File: src/rtl/ifetch_prefetch.sv
// ============================================================================
//  Module   : ifetch_prefetch
//  Purpose  : Instruction fetch stage. Generates sequential word-aligned fetch
//             addresses, issues them over a valid/ready request channel,
//             gathers in-order responses into a DEPTH-entry prefetch FIFO and
//             presents {instruction, PC} pairs to decode. A redirect flushes
//             the FIFO, retargets fetch and drops in-flight responses.
//  Ports    : clk, reset (async, active-high)
//             redirect_valid / redirect_pc          - fetch retarget
//             imem_req_valid / _ready / _addr       - memory request channel
//             imem_rsp_valid / imem_rsp_data        - in-order responses
//             inst_valid / inst_ready / inst_out / inst_pc - decode channel
//             fifo_count                            - FIFO occupancy
//  Revision : 1.0 - initial release
// ============================================================================
`default_nettype none

module ifetch_prefetch #(
  parameter int              XLEN     = 32,
  parameter int              DEPTH    = 4,
  parameter logic [XLEN-1:0] RESET_PC = '0
) (
  input  logic                     clk,
  input  logic                     reset,
  input  logic                     redirect_valid,
  input  logic [XLEN-1:0]          redirect_pc,
  output logic                     imem_req_valid,
  input  logic                     imem_req_ready,
  output logic [XLEN-1:0]          imem_req_addr,
  input  logic                     imem_rsp_valid,
  input  logic [XLEN-1:0]          imem_rsp_data,
  output logic                     inst_valid,
  input  logic                     inst_ready,
  output logic [XLEN-1:0]          inst_out,
  output logic [XLEN-1:0]          inst_pc,
  output logic [$clog2(DEPTH):0]   fifo_count
);

  localparam int AW = $clog2(DEPTH);
  localparam int CW = AW + 1;
  localparam logic [CW:0] DEPTH_C = DEPTH[CW:0];

  typedef enum logic [0:0] {
    BOOT = 1'b0,
    RUN  = 1'b1
  } state_t;

  state_t          state;
  logic [XLEN-1:0] fetch_pc;
  logic [CW-1:0]   count;
  logic [CW-1:0]   outstanding;
  logic [CW-1:0]   drop;
  logic [AW-1:0]   tag_wr;
  logic [AW-1:0]   tag_rd;
  logic [AW-1:0]   head;
  logic [AW-1:0]   tail;

  logic [XLEN-1:0] tag_mem  [DEPTH];
  logic [XLEN-1:0] inst_mem [DEPTH];
  logic [XLEN-1:0] pc_mem   [DEPTH];

  logic [CW:0]     credit_used;
  logic            req_fire;
  logic            rsp_fire;
  logic            rsp_drop;
  logic            push;
  logic            pop;
  logic [CW-1:0]   outstanding_nxt;

  // Every in-flight request owns a FIFO slot, so a response can never
  // arrive to a full FIFO.
  assign credit_used    = {1'b0, count} + {1'b0, outstanding};
  assign imem_req_valid = (state == RUN) && !redirect_valid && (credit_used < DEPTH_C);
  assign imem_req_addr  = fetch_pc;

  assign req_fire = imem_req_valid && imem_req_ready;
  assign rsp_fire = imem_rsp_valid;
  assign rsp_drop = (drop != '0);

  // A redirect discards both the response and the decode pop of that cycle.
  assign push = rsp_fire && !rsp_drop && !redirect_valid;
  assign pop  = inst_valid && inst_ready && !redirect_valid;

  assign outstanding_nxt = outstanding + CW'(req_fire) - CW'(rsp_fire);

  assign inst_valid = (count != '0);
  assign inst_out   = inst_valid ? inst_mem[head] : '0;
  assign inst_pc    = inst_valid ? pc_mem[head]   : '0;
  assign fifo_count = count;

  always_ff @(posedge clk or posedge reset) begin
    if (reset) begin
      state       <= BOOT;
      fetch_pc    <= RESET_PC;
      count       <= '0;
      outstanding <= '0;
      drop        <= '0;
      tag_wr      <= '0;
      tag_rd      <= '0;
      head        <= '0;
      tail        <= '0;
    end else begin
      // BOOT lasts exactly one cycle, redirect or not.
      state <= RUN;

      if (redirect_valid) begin
        fetch_pc <= {redirect_pc[XLEN-1:2], 2'b00};
      end else if (req_fire) begin
        fetch_pc <= fetch_pc + XLEN'(4);
      end

      outstanding <= outstanding_nxt;

      // The tag queue tracks every in-flight request, stale or not, so it is
      // never flushed; dropped responses still retire their tags.
      if (req_fire) tag_wr <= tag_wr + AW'(1);
      if (rsp_fire) tag_rd <= tag_rd + AW'(1);

      if (redirect_valid) begin
        count <= '0;
        head  <= '0;
        tail  <= '0;
        // Everything still in flight after this cycle's response is stale.
        drop  <= outstanding_nxt;
      end else begin
        if (rsp_fire && rsp_drop) drop <= drop - CW'(1);
        if (push) tail <= tail + AW'(1);
        if (pop)  head <= head + AW'(1);
        count <= count + CW'(push) - CW'(pop);
      end
    end
  end

  // Storage arrays carry no reset; validity is tracked by the pointers.
  always_ff @(posedge clk) begin
    if (req_fire) begin
      tag_mem[tag_wr] <= fetch_pc;
    end
    if (push) begin
      inst_mem[tail] <= imem_rsp_data;
      pc_mem[tail]   <= tag_mem[tag_rd];
    end
  end

endmodule

`default_nettype wire

File: config.mk
export PLATFORM = sky130hd
export DESIGN_NAME = ifetch_prefetch
export DESIGN_NICKNAME = d
export VERILOG_FILES = /design/src/rtl/ifetch_prefetch.sv
export SDC_FILE = /design/constraint.sdc
export NUM_CORES = 1
export LEC_CHECK = 0
export CAP_MARGIN = 30
export CORE_MARGIN = 2
export CORE_UTILIZATION = 60
export DETAILED_ROUTE_END_ITERATION = 8
export PLACE_DENSITY = 0.83
export RECOVER_POWER = 100
export SLEW_MARGIN = 20
export SYNTH_ARGS = -nofsm -noshare
export SYNTH_HDL_FRONTEND = slang
export SYNTH_SLANG_ARGS = --single-unit
File: constraint.sdc
create_clock -name clk -period 6.5 [get_ports clk]
set_input_delay 1.3 -clock clk [delete_from_list [all_inputs] [get_ports clk]]
set_output_delay 1.3 -clock clk [all_outputs]
set_load 0.01 [all_outputs]
==> flow_summary.ini, run 1 <==
[status]
status = finished with violations
violations = max-capacitance violations, max-slew violations

[synthesis]
synth_cells = 875
ys_ff_latch = 416
async_flop_share = 0.115
synth_commonest_cells = edfxtp_1 (368), mux4_2 (92), and2_1 (73)
syn_area_mm2 = 0.0166
synth-edff-count = 368
ys.flop_type = edfxtp_1
synth_top_area_cell = edfxtp_1
ys_types = 45
yosysWarningCount = 0
ys_top_cells_by_area = edfxtp_1 (67%), mux4_2 (12%), dfrtp_1 (7.2%)
ys_seq_area_frac = 0.738
synth_top_area_share = 0.665
yosysMostFrequentCell = edfxtp_1
syn_avg_cell_area_um2 = 19.0

[placed_design]
dp_cells = 1382
place.detailed.hpwl_um = 18800
gp_congestion = 0.819
io_buffers = 164

[layout]
num_antenna_cells = 0
layout.cells.non_filler = 1454
final_nets = 1142
drive_above_1_share = 0.152
post-route-util = 0.734
syn2layout_area_growth_pct = 19.8

[drt]
post_drt_wl_per_cell_um = 22.0
post_drt_via_cell_ratio = 5.90
dr_total_vias = 8582
drt-total-wl_um = 31900
drc = 0
drtPass1Iterations = 5
drt_iter0_drc = 727
ant_nets = 0

[cts]
cts_resized = 0
clkTransAtPathRegs_ps = 60
cts_buffers = 41
cts-root-buf = clkbuf_16
post_cts_buffers = 0
postCtsHoldBufs = 0
cts_buffer_depth = 3
h-tree-depth = 2
cts_tree = yes
clock_latency_ps = 530
cts.sinks = 416

[power]
ir_worst_vdd_mv = 0.189
p_per_area_mw_per_mm2 = 386
p_leak_nw = 6.78

[sta]
max-slew-margin-rel = -0.500
finalSetupViolCount = 0
finalCritPeriodShare = 0.796
fmax_mhz = 193
finalHoldViolations = 0
drv_slew = 299
skew_ps = 12.4
fin_crit_ps = 5170
rsz0062_at_grt = no
fin_tns_setup_ps = 0
tightest_slew_ps = 2250

[hold_path]
holdPathStages = 1
whs_endpoint = tag_rd[0]
hp-class = reg -> reg
min-delay-start = tag_rd[0]

[worst_setup_path]
cp.arrival_ps = 3870
cp-end-kind = primary output
ff2ff_setup_slack_ps = 2090
r2r_start = fifo_count[2]
rr_worst_depth = 5
startpoint_type = register
required_ps = 5200
path_class = reg -> out
crit_path_max_fanout = 26
regToRegEndpoint = tag_mem[1][7]

[floorplanning]
core_area_mm2 = 0.0271
die-area_mm2 = 0.0290
die_h_um = 170
rows = 60
start_util = 0.613
die-width_um = 170
ios = 171

[job]
maxCapViolations = 11

[global_route]
grt_overflow_total = 0
antenna_found_initial = 0
grt_pass1_wl_um = 50200
grt_util_all_layers = 0.229
grt_max_degree = 56
grt_pass1_vias = 8802
per-stage QoR:
stage	area, um2	setup slack [ps]	hold slack, ps	total power [mW]
final	19900	1330	551	7.68
after detailed placement	18700	2330	545	5.60
after CTS	20000	2040	551	7.91
after floorplan	16600	2890	499	4.63
after global placement	18600	2430	540	5.46
after global routing	19900	975	585	8.04
flip-flops by register name (all words and copies together), names as in the netlist, 3 cells and up:
signal and flops:
pc_mem 120, drop 3, inst_mem 128, imem_req_addr 30, tag_mem 120, fifo_count 3
outstanding 3
power breakdown:
part	internal, mW	switching, mW	total [mW]
clock	1.36	0.939	2.30
combinational	1.01	0.958	1.96
sequential	3.23	0.187	3.41
total	5.59	2.08	7.68
cells in the final DEF (no fill, tap or decap), types with 3 or more instances in the layout:
cell	n
dfrtp_1	47
o311ai_0	5
nand3_1	23
nand2_1	36
bufinv_16	4
nor2b_1	4
and3_1	5
clkinv_1	9
or3_1	5
a21boi_0	4
clkbuf_1	14
clkdlybuf4s50_1	47
nand4_1	11
buf_4	5
a22oi_1	6
mux4_2	92
ha_1	17
nand3b_1	4
nor2_1	23
o211ai_1	8
clkbuf_2	4
a221o_1	3
clkinv_2	6
o21ai_0	19
xnor2_1	6
clkbuf_16	43
nor3_1	4
a21oi_1	4
xor2_1	6
mux2i_1	11
conb_1	5
and2_1	54
inv_1	16
and4_1	4
dlygate4sd3_1	116
and2_0	19
edfxtp_1	368
per-layer routing:
layer	up-vias	GRT usage	routed length, um
met3	54	0.0447	2060
met1	4356	0.325	13600
met4	0	0.0676	671
li1	3818	-	-
met2	354	0.370	15600
met5	-	0	0
logic make-up after synthesis:
group           after synthesis  share of synthesized area
compound gates               56                     0.0228
xor+xnor                     12                    0.00633
fa+ha+maj                    19                     0.0152
buf+inv                      64                     0.0167
flops                       416                      0.738
mux                         103                      0.131
other cells                   2                   0.000452
simple gates                203                     0.0695
critical path, stage by stage (launching register included):
cell           delay, ps
dfrtp_1             1380
buf_4                560
mux4_2               570
and2_1               180
dlygate4sd3_1        620
final cells by class:
cell class / instances / area, um2
fillers: 1603 / 7200
multi-input cells: 398 / 4090
clock buffers: 50 / 1100
clock inverters: 22 / 208
inverters: 16 / 60.1
well taps: 372 / 465
flip-flops and latches: 416 / 12300
repair buffers: 180 / 1720
worst max-delay path by stage:
stage,from,slack (ps),endpoint,cells after the start
after floorplan,redirect_valid,2890,inst_mem[0][0],3
after global routing,head[0],980,inst_pc[9],4
after CTS,head[0],2040,inst_pc[20],4
after global placement,imem_rsp_valid,2430,pc_mem[0][21],5
after detailed placement,imem_rsp_valid,2330,pc_mem[0][21],5
final,head[0],1330,inst_pc[18],4
Power figures use the tool's default switching activity.
==> run 2, diff against run 1 <==
Settings changed: CORE_UTILIZATION 60 to 57, PLACE_DENSITY 0.83 to 0.79.
Clock period 6.5 ns to 5.3 ns, I/O delays scaled along.
==> flow_summary.ini, run 2 (synthesis gave the netlist of run 1 again) <==
[sta]
skew_ps = 18.3
finalCritPeriodShare = 0.819
fin_tns_setup_ps = 0
tightest_slew_ps = 2700
finalHoldViolations = 0
fin_crit_ps = 4340
finalSetupViolCount = 0
rsz0062_at_grt = no
holdWs_ps = 482
max-slew-margin-rel = -0.798
drv_slew = 159
fmax_mhz = 230

[drt]
post_drt_wl_per_cell_um = 21.5
post_drt_via_cell_ratio = 5.89
drt-total-wl_um = 31600
ant_nets = 0
drt_iter0_drc = 704
dr_total_vias = 8655
drc = 0
drtPass1Iterations = 4

[cts]
cts_buffers = 41
post_cts_buffers = 0
h-tree-depth = 2
clock_latency_ps = 530
cts_tree = yes
cts_resized = 0
postCtsHoldBufs = 0
cts.sinks = 416
clkTransAtPathRegs_ps = 60
cts_buffer_depth = 3
cts-root-buf = clkbuf_16

[power]
seqPwrFrac = 0.434
p_int_mw = 6.96
p_clk_frac = 0.304
netSwitchingPower_mw = 2.56
sw_frac_of_total = 0.269
p_leak_nw = 6.86
p_per_area_mw_per_mm2 = 473
comb_power_share = 0.262
ir_worst_vdd_mv = 0.403

[floorplanning]
core_area_mm2 = 0.0287
die_h_um = 175
die-width_um = 175
start_util = 0.579
die-area_mm2 = 0.0305
ios = 171
rows = 62

[worst_setup_path]
crit_path_top_delay_cell = clkbuf_1
crit_path_max_fanout = 32
required_ps = 5410
path_buf_inv = 3
startpoint_type = input pin
cp_top_family = buffers and inverters
cp.arrival_ps = 4450
cp_slowest_stage_delay_ps = 1330
cp-end-kind = register
path_class = in -> reg
crit_chain = clkdlybuf4s50_1 > and4_1 > clkbuf_1 > and2_0 > clkbuf_1
crit_top_cell = clkbuf_1

[placed_design]
gp_congestion = 0.809
place.detailed.hpwl_um = 17600
io_buffers = 164
dp_cells = 1393

[global_route]
grt_pass1_vias = 8952
grt_pass1_wl_um = 49300
grt_max_degree = 65
antenna_found_initial = 0
grt_util_all_layers = 0.210
grt_overflow_total = 0

[layout]
layout.cells.non_filler = 1470
post-route-util = 0.701
mostFrequentLayoutCells = edfxtp_1 (368), dlygate4sd3_1 (116), mux4_2 (92)
largest_reg_flops = 128
fillCellCount = 1811
num_antenna_cells = 0
drive_above_1_share = 0.163
syn2layout_area_growth_pct = 21.1
final_nets = 1145
final_common_cell = edfxtp_1
largest-register = inst_mem
top_regs = inst_mem: 128 flops, pc_mem: 120 flops, tag_mem: 120 flops

[status]
violations = max-capacitance violations, max-slew violations
status = finished with violations

[job]
maxCapViolations = 7

[hold_path]
hp-class = reg -> reg
-- run 2: changes by cell type in the layout (fill, tap and decap cells not counted), sizes merged --
cell	change
buf	+9
clkbuf	-6
bufinv	+1
clkinvlp	+1
inv	-1
-- run 2: final timing paths --
kind / startpoint / end / slack [ps] / depth (start not counted)
min: tag_rd[1] / tag_rd[1] / 480 / 1
max in group asynchronous: reset / imem_req_addr[20] / 2230 / 3
min in group asynchronous: reset / tail[0] / 1140 / 2
max: imem_req_ready / tag_mem[0][10] / 960 / 5
max reg2reg: fifo_count[2] / tag_mem[0][10] / 1020 / 6
min reg2reg: tag_rd[1] / tag_rd[1] / 480 / 1
-- run 2: power by group through the flow --
stage | Sequential (mW) | Combinational (mW) | Clock (mW)
floorplan | 4.14 | 1.53 | 0
global placement | 4.17 | 2.55 | 0
finish | 4.12 | 2.50 | 2.89
global route | 4.15 | 2.74 | 3.06
CTS | 4.12 | 2.66 | 2.93
detailed placement | 4.19 | 2.65 | 0
-- run 2: final cells by class --
cell class	count	area (um2)	area share
tap	384	480	0.0239
inverter	16	60.1	0.00299
clock buffer	50	1100	0.0547
clock inverter	23	243	0.0121
multi-input combinational	398	4090	0.203
sequential	416	12300	0.609
timing repair buffer	183	1890	0.0937
-- run 2: metal layers --
metal  track usage  routed length, um  vias up
li1              -                  -     3824
met1         0.298              13600     4471
met2         0.347              15500      311
met3        0.0298               1760       49
met4        0.0611                708        0
met5             0                  0        -
-- run 2: worst register-to-register path, stage by stage, from the launching register on --
cell and delay, ps:
dfrtp_1 410, ha_1 300, nor3_1 190, and4_1 200, clkbuf_1 1020, and2_0 400
clkbuf_1 1330
-- run 2: per-stage QoR --
| step | cell area [um2] | total power [mW] | worst slack [ps] |
|---|---|---|---|
| after floorplan | 16600 | 5.68 | 1930 |
| after global placement | 18700 | 6.72 | 1620 |
| after detailed placement | 18700 | 6.83 | 1640 |
| after CTS | 20000 | 9.71 | 1440 |
| after global routing | 20100 | 9.95 | 700 |
| final | 20100 | 9.52 | 959 |
==> run 3, diff against run 2 <==
Clock period 5.3 ns to 4.2 ns, I/O delays scaled along.
==> flow_summary.ini, run 3 (synthesis gave the netlist of run 1 again) <==
[status]
status = finished with violations
violations = max-capacitance violations, max-slew violations

[cts]
postCtsHoldBufs = 0
post_cts_buffers = 0
cts_buffers = 42
cts.sinks = 416
cts_tree = yes
cts_buffer_depth = 3
clock_latency_ps = 530
h-tree-depth = 2
clkTransAtPathRegs_ps = 60
cts_resized = 0
cts-root-buf = clkbuf_16

[drt]
ant_nets = 0
drtPass1Iterations = 5
drt-total-wl_um = 31600
drt_iter0_drc = 676
post_drt_wl_per_cell_um = 21.4
post_drt_via_cell_ratio = 5.88
drc = 0
dr_total_vias = 8674

[layout]
final_nets = 1152
largest-register = inst_mem
top_regs = inst_mem: 128 flops, pc_mem: 120 flops, tag_mem: 120 flops
syn2layout_area_growth_pct = 20.5
final_common_cell = edfxtp_1
drive_above_1_share = 0.158
num_antenna_cells = 0
mostFrequentLayoutCells = edfxtp_1 (368), dlygate4sd3_1 (96), mux4_2 (92)
post-route-util = 0.697
layout.cells.non_filler = 1475
largest_reg_flops = 128

[floorplanning]
die-area_mm2 = 0.0305
start_util = 0.579
core_area_mm2 = 0.0287
die_h_um = 175
rows = 62
ios = 171
die-width_um = 175

[global_route]
antenna_found_initial = 0
grt_overflow_total = 0
grt_max_degree = 58
grt_util_all_layers = 0.212
grt_pass1_wl_um = 49700
grt_pass1_vias = 8900

[sta]
holdWs_ps = 480
skew_ps = 23.6
rsz0062_at_grt = no
tightest_slew_ps = 1880
fin_crit_ps = 3800
max-slew-margin-rel = -0.252
fin_tns_setup_ps = 0
fmax_mhz = 263
finalCritPeriodShare = 0.904
finalHoldViolations = 0
drv_slew = 153
finalSetupViolCount = 0

[placed_design]
dp_cells = 1403
gp_congestion = 0.799
io_buffers = 164
place.detailed.hpwl_um = 18900

[worst_setup_path]
startpoint_type = register
crit_path_max_fanout = 31
path_class = reg -> out
required_ps = 3360
cp-end-kind = primary output
cp.arrival_ps = 2960

[hold_path]
hp-class = reg -> reg

[job]
maxCapViolations = 5

[power]
p_leak_nw = 6.79
p_per_area_mw_per_mm2 = 592
power_mw = 11.9
ir_worst_vdd_mv = 0.342
run 3: worst max-delay path: stages, from the launching register on:
cell and delay, ps:
dfrtp_1 450, or3_1 800, buf_16 360, and2_1 160
dlygate4sd3_1 630
run 3: metrics by stage:
step	setup slack, ps	cell area (um2)
6_report	402	20000
5_1_grt	197	20000
4_1_cts	477	20100
3_5_place_dp	936	18800
3_3_place_gp	984	18800
2_1_floorplan	1050	16600
run 3: path summary, 6_finish.rpt:
| check | start | end | slack (ps) | depth (start not counted) |
|---|---|---|---|---|
| hold reg to reg | tag_rd[1] | tag_rd[1] | 480 | 1 |
| max in group asynchronous | reset | tag_wr[1] | 1410 | 3 |
| hold / removal | tag_rd[1] | tag_rd[1] | 480 | 1 |
| min in group asynchronous | reset | imem_req_addr[28] | 900 | 2 |
| setup reg to reg | fifo_count[2] | tag_mem[0][12] | 530 | 6 |
| setup / recovery | fifo_count[1] | inst_pc[8] | 400 | 4 |
run 3: layout make-up:
cell class	instances	area, um2
clock inverters	15	129
well taps	384	480
clock buffers	57	1140
multi-input cells	398	4090
fillers	1841	8680
inverters	16	60.1
flip-flops and latches	416	12300
repair buffers	189	1860
run 3: power by group:
group | leakage [nW] | switching [mW] | internal (mW) | total, mW
Clock | 0.625 | 1.44 | 2.02 | 3.45
Combinational | 2.26 | 1.43 | 1.66 | 3.09
Sequential | 3.90 | 0.322 | 4.99 | 5.31
Total | 6.79 | 3.19 | 8.67 | 11.9
run 3: routing by layer:
layer,track usage,part of all wire,vias to the layer above
met2,0.360,0.50,336
met3,0.0331,0.058,46
met4,0.0538,0.019,0
li1,-,-,3837
met5,0,0,-
met1,0.293,0.42,4455
